File: src/rtl/uart_tx_if.sv
// uart_tx_if: byte handshake and serial line between the transmit formatter and the serializer
interface uart_tx_if;
    logic [7:0] data_i;
    logic       start_i;
    logic       done_o;
    logic       busy_o;
    logic       tx;
    modport master (output data_i, start_i, input done_o, busy_o, tx);
    modport slave  (input data_i, start_i, output done_o, busy_o, tx);
endinterface

File: src/rtl/uart_tx.sv
// uart_tx: 8N1 UART serializer; one byte per start/done handshake, registered idle-high TX line
module uart_tx #(
    parameter int CLOCKS_PER_BAUD = 104
) (
    input logic      clk,
    input logic      rst,
    uart_tx_if.slave bus
);
    localparam int CW = $clog2(CLOCKS_PER_BAUD);
    localparam logic [CW-1:0] LAST = CW'(CLOCKS_PER_BAUD - 1);
    localparam logic [1:0] S_IDLE  = 2'd0;
    localparam logic [1:0] S_START = 2'd1;
    localparam logic [1:0] S_DATA  = 2'd2;
    localparam logic [1:0] S_STOP  = 2'd3;
    logic [1:0]    r_state;
    logic [CW-1:0] r_cnt;
    logic [2:0]    r_idx;
    logic [7:0]    r_shift;
    logic          r_tx;
    logic          w_last;
    assign w_last     = r_cnt == LAST;
    assign bus.tx     = r_tx;
    assign bus.busy_o = r_state != S_IDLE;
    assign bus.done_o = (r_state == S_STOP) && w_last;
    // Frame sequencer: TX level is computed one cycle ahead so the line itself is a flop
    always_ff @(posedge clk or posedge rst) begin
        if (rst) begin
            r_state <= S_IDLE;
            r_cnt   <= '0;
            r_idx   <= '0;
            r_shift <= '0;
            r_tx    <= 1'b1;
        end else begin
            case (r_state)
                S_IDLE: begin
                    if (bus.start_i) begin
                        r_shift <= bus.data_i;
                        r_cnt   <= '0;
                        r_tx    <= 1'b0;
                        r_state <= S_START;
                    end
                end
                S_START: begin
                    if (w_last) begin
                        r_cnt   <= '0;
                        r_idx   <= '0;
                        r_tx    <= r_shift[0];
                        r_state <= S_DATA;
                    end else begin
                        r_cnt <= r_cnt + 1'b1;
                    end
                end
                S_DATA: begin
                    if (w_last) begin
                        r_cnt <= '0;
                        if (r_idx == 3'd7) begin
                            r_tx    <= 1'b1;
                            r_state <= S_STOP;
                        end else begin
                            r_idx <= r_idx + 3'd1;
                            r_tx  <= r_shift[r_idx + 3'd1];
                        end
                    end else begin
                        r_cnt <= r_cnt + 1'b1;
                    end
                end
                default: begin
                    if (w_last) begin
                        r_cnt   <= '0;
                        r_state <= S_IDLE;
                    end else begin
                        r_cnt <= r_cnt + 1'b1;
                    end
                end
            endcase
        end
    end
endmodule

File: src/flat_wrapper.sv
// flat-port wrapper written by rule: the top's interface ports become plain ports
module uart_tx_flat 
#(
    parameter int CLOCKS_PER_BAUD = 104
)
  (clk, rst, bus_data_i, bus_start_i, bus_done_o, bus_busy_o, bus_tx);
  uart_tx_if bus_i ();
  input logic clk;
  input logic rst;
  input wire logic [$bits(bus_i.data_i)-1:0] bus_data_i;
  input wire logic [$bits(bus_i.start_i)-1:0] bus_start_i;
  output wire logic [$bits(bus_i.done_o)-1:0] bus_done_o;
  output wire logic [$bits(bus_i.busy_o)-1:0] bus_busy_o;
  output wire logic [$bits(bus_i.tx)-1:0] bus_tx;
  assign bus_i.data_i = bus_data_i;
  assign bus_i.start_i = bus_start_i;
  assign bus_done_o = bus_i.done_o;
  assign bus_busy_o = bus_i.busy_o;
  assign bus_tx = bus_i.tx;
  uart_tx #(.CLOCKS_PER_BAUD(CLOCKS_PER_BAUD)) u_core (.clk(clk), .rst(rst), .bus(bus_i));
endmodule
File: config.mk
export PLATFORM = sky130hd
export DESIGN_NAME = uart_tx_flat
export DESIGN_NICKNAME = d
export VERILOG_FILES = /design/src/rtl/uart_tx_if.sv /design/src/rtl/uart_tx.sv /design/src/flat_wrapper.sv
export SDC_FILE = /design/constraint.sdc
export NUM_CORES = 1
export LEC_CHECK = 0
export ABC_AREA = 1
export BUFFER_PORTS_ARGS = -buffer_cell sky130_fd_sc_hd__buf_4
export CORE_MARGIN = 2
export CORE_UTILIZATION = 40
export CTS_CLUSTER_SIZE = 10
export DETAILED_ROUTE_END_ITERATION = 10
export GPL_TIMING_DRIVEN = 0
export PLACE_DENSITY = 0.55
export SETUP_SLACK_MARGIN = 0.02
export SLEW_MARGIN = 5
export SYNTH_ARGS = -nofsm -noshare
export SYNTH_HDL_FRONTEND = slang
export SYNTH_SLANG_ARGS = --single-unit
export TNS_END_PERCENT = 1
File: constraint.sdc
create_clock -name clk -period 2.84 [get_ports clk]
set_clock_uncertainty 0.1 [all_clocks]
set_input_delay 0.284 -clock clk [delete_from_list [all_inputs] [get_ports clk]]
set_output_delay 0.284 -clock clk [all_outputs]
set_load 0.005 [all_outputs]
==> run_results.csv <==
group,metric,value,unit
global_routing,grt_start_max_net_pins,22,
timing,relSlewSlack,45.1,%
die,start_util,41.8,%
route,wl_per_cell,12.3,µm
setup_path,required,2.46,ns
pwr,finalPower,1.07,mW
pwr,clock_power_share,13.9,%
setup_path,cp.arrival,1.51,ns
route,firstDrtPassIters,4,
route,wl,2.06,mm
timing,finalSetupViolCount,0,
placed_design,hpwl,1.53,mm
placed_design,port_buffers,13,
timing,worst_pin_slew,0.823,ns
run_status,status,"completed",
logic_synthesis,async_reset_ff_share,100,%
placed_design,place_ws,1.16,ns
logic_synthesis,ys_types,25,
logic_synthesis,syn_area,0.00114,mm²
setup_path,r2r-start,"u_core.r_idx[0]",
logic_synthesis,ys_top_cells_by_count,"26 x nand2_1, 20 x dfrtp_1, 16 x inv_1",
placed_design,dpl_cell_area,0.00128,mm²
logic_synthesis,synth_edf_count,0,
route,drtAntennaViolNets,0,
global_routing,antenna_found_initial,0,
logic_synthesis,yosysWarningCount,0,
logic_synthesis,syn_nets,138,
placed_design,place_congestion,0.711,
timing,drv_slew,0,
timing,fin_ws,0.946,ns
clocking,ctsHoldBuffers,0,
logic_synthesis,yosys.area.top_type,"dfrtp_1",
route,vias,853,
pwr,comb_power_share,42.7,%
die,row_count,19,
clocking,cts_root_buf,"clkbuf_4",
logic_synthesis,postSynthCellCount,120,
logic_synthesis,avgSynthCellArea,9.52,µm²
global_routing,grt_pass1_wl,3.66,mm
clocking,numCtsBuffers,3,
placed_design,dpl.cell_count,164,
die,die_y,57.4,µm
pwr,power.density,818,mW/mm²
global_routing,grt-ovfl-total,0,
clocking,cts_sinks,21,
route,drc,0,
timing,hold_viol_final,0,
clocking,ctsResizeCount,0,
setup_path,crit_path_end_kind,"output pin",
hold_path,hp-class,"in -> async",
cells_and_area,drive_above_1_share,25.5,%
clocking,cts_tree,"done",
clocking,path_clk_slew,0.12,ns
setup_path,critPathKind,"reg -> out",
setup_path,critPathLaunchType,"flip-flop",
pwr,p_int,0.659,mW
global_routing,grtUsageTotal,14.7,%
logic_synthesis,synth.top_cell.area_share,43.8,%
pwr,net-switching-power,0.408,mW
route,drtIter0Drc,10,
clocking,cts_buffer_depth,2,
timing,period_share,66.7,%
cells_and_area,fin_nets,156,
logic_synthesis,synth_top_flop_cell,"dfrtp_1",
timing,min_period,1.89,ns
global_routing,grt_pass1_vias,854,
die,die-area,0.00330,mm²
timing,final.setup.tns,0,ns
pwr,share_seq_of_total_power,43.4,%
pwr,power_switching_share,38.3,%
pwr,power_leakage,0.618,nW
cells_and_area,fin_cells,168,
die,die_x,57.4,µm
setup_path,reg2regPathDepth,10,
clocking,cts_max_level,1,
logic_synthesis,yosys-top-cells-area,"dfrtp_1 44%, nand2_1 8.5%, mux2_2 7.9%",
cells_and_area,areaGrowthSynthToFinish,14.2,%
flow_run,cap_violations,0,
route,routed_via_density,5.08,
cells_and_area,final_area,0.00131,mm²
pwr,ir_worst_vdd,459,µV
die,io_pins,14,
clocking,cts_setup_buffers,0,
setup_path,startpoint,"u_core.r_cnt[0]",
timing,fmax,528,MHz
cells_and_area,num_antenna_cells,0,
timing,rsz0062_at_grt,"no",
logic_synthesis,ys_seq_area_share,46.1,%
cells_and_area,n_fill_cell,280,
die,core,0.00273,mm²
logic_synthesis,yosysMostFrequentCell,"nand2_1",
clocking,clk_latency,0.31,ns
setup_path,path_max_fanout,7,
logic_synthesis,ys_ff_latch,21,
==> worst max-delay path, stage by stage (launching register included) <==
cell	delay (ns)
dfrtp_1	0.40
ha_1	0.18
nand2_1	0.05
inv_1	0.14
nand4_4	0.18
nor2_1	0.13
buf_4	0.12
==> cell type report <==
| type | count | area (µm²) | area share (%) |
|---|---|---|---|
| sequential | 21 | 527 | 40.4 |
| inverter | 17 | 63.8 | 4.89 |
| timing repair buffer | 13 | 97.6 | 7.48 |
| multi-input combinational | 82 | 552 | 42.3 |
| tap | 31 | 38.8 | 2.97 |
| clock buffer | 4 | 26.3 | 2.01 |
==> worst paths after layout <==
path,endpoint,slack (ns)
setup / recovery,bus_done_o,0.95
hold / removal,u_core.r_idx[2],0.03
setup reg to reg,u_core.bus.tx,1.13
hold reg to reg,u_core.bus.tx,0.38
max in group asynchronous,u_core.r_shift[1],2.11
min in group clk,u_core.r_shift[0],0.09
==> registers in the layout (all words and copies together) (netlist names) <==
signal / cells
u_core.r_cnt: 7
u_core.r_state: 2
u_core.bus.tx: 1
u_core.r_shift: 8
u_core.r_idx: 3
==> stage by stage <==
stage	hold slack (ns)	utilization (%)
2_1_floorplan	0.160	-
3_3_place_gp	0.358	46.8
3_5_place_dp	0.362	46.8
4_1_cts	0.0571	47.7
5_1_grt	0.0844	47.7
6_report	0.0265	47.7
==> per-layer routing <==
| metal | part of all wire [%] | global-route usage, % | vias up |
|---|---|---|---|
| met5 | 0 | 0 | - |
| met4 | 2.5 | 10.3 | 0 |
| met3 | 2.0 | 2.04 | 5 |
| met2 | 46 | 23.2 | 10 |
| met1 | 49 | 18.5 | 401 |
| li1 | - | - | 437 |
==> cell families after synthesis <==
kind of cell | count (synthesis) | synth area share (%)
compound gates | 15 | 8.00
mux | 8 | 7.89
flops | 21 | 46.1
buf+inv | 17 | 5.59
fa+ha+maj | 7 | 7.67
xor+xnor | 4 | 3.07
simple gates | 48 | 21.7
==> cells in the final DEF (no fill, tap or decap), types with 5 or more instances in the layout <==
cell	n
nand3_1	10
o21ai_0	5
buf_4	13
inv_1	16
dfrtp_1	20
ha_1	7
mux2_2	8
nand2_1	26
==> power groups by stage <==
stage | clock [mW] | combinational, mW | sequential, mW
after detailed placement | 0 | 0.464 | 0.471
after CTS | 0.156 | 0.466 | 0.466
after global placement | 0 | 0.449 | 0.469
after global routing | 0.171 | 0.519 | 0.481
final | 0.148 | 0.455 | 0.464
after floorplan | 0 | 0.365 | 0.454
No activity file was read; power rests on OpenSTA's default activity.
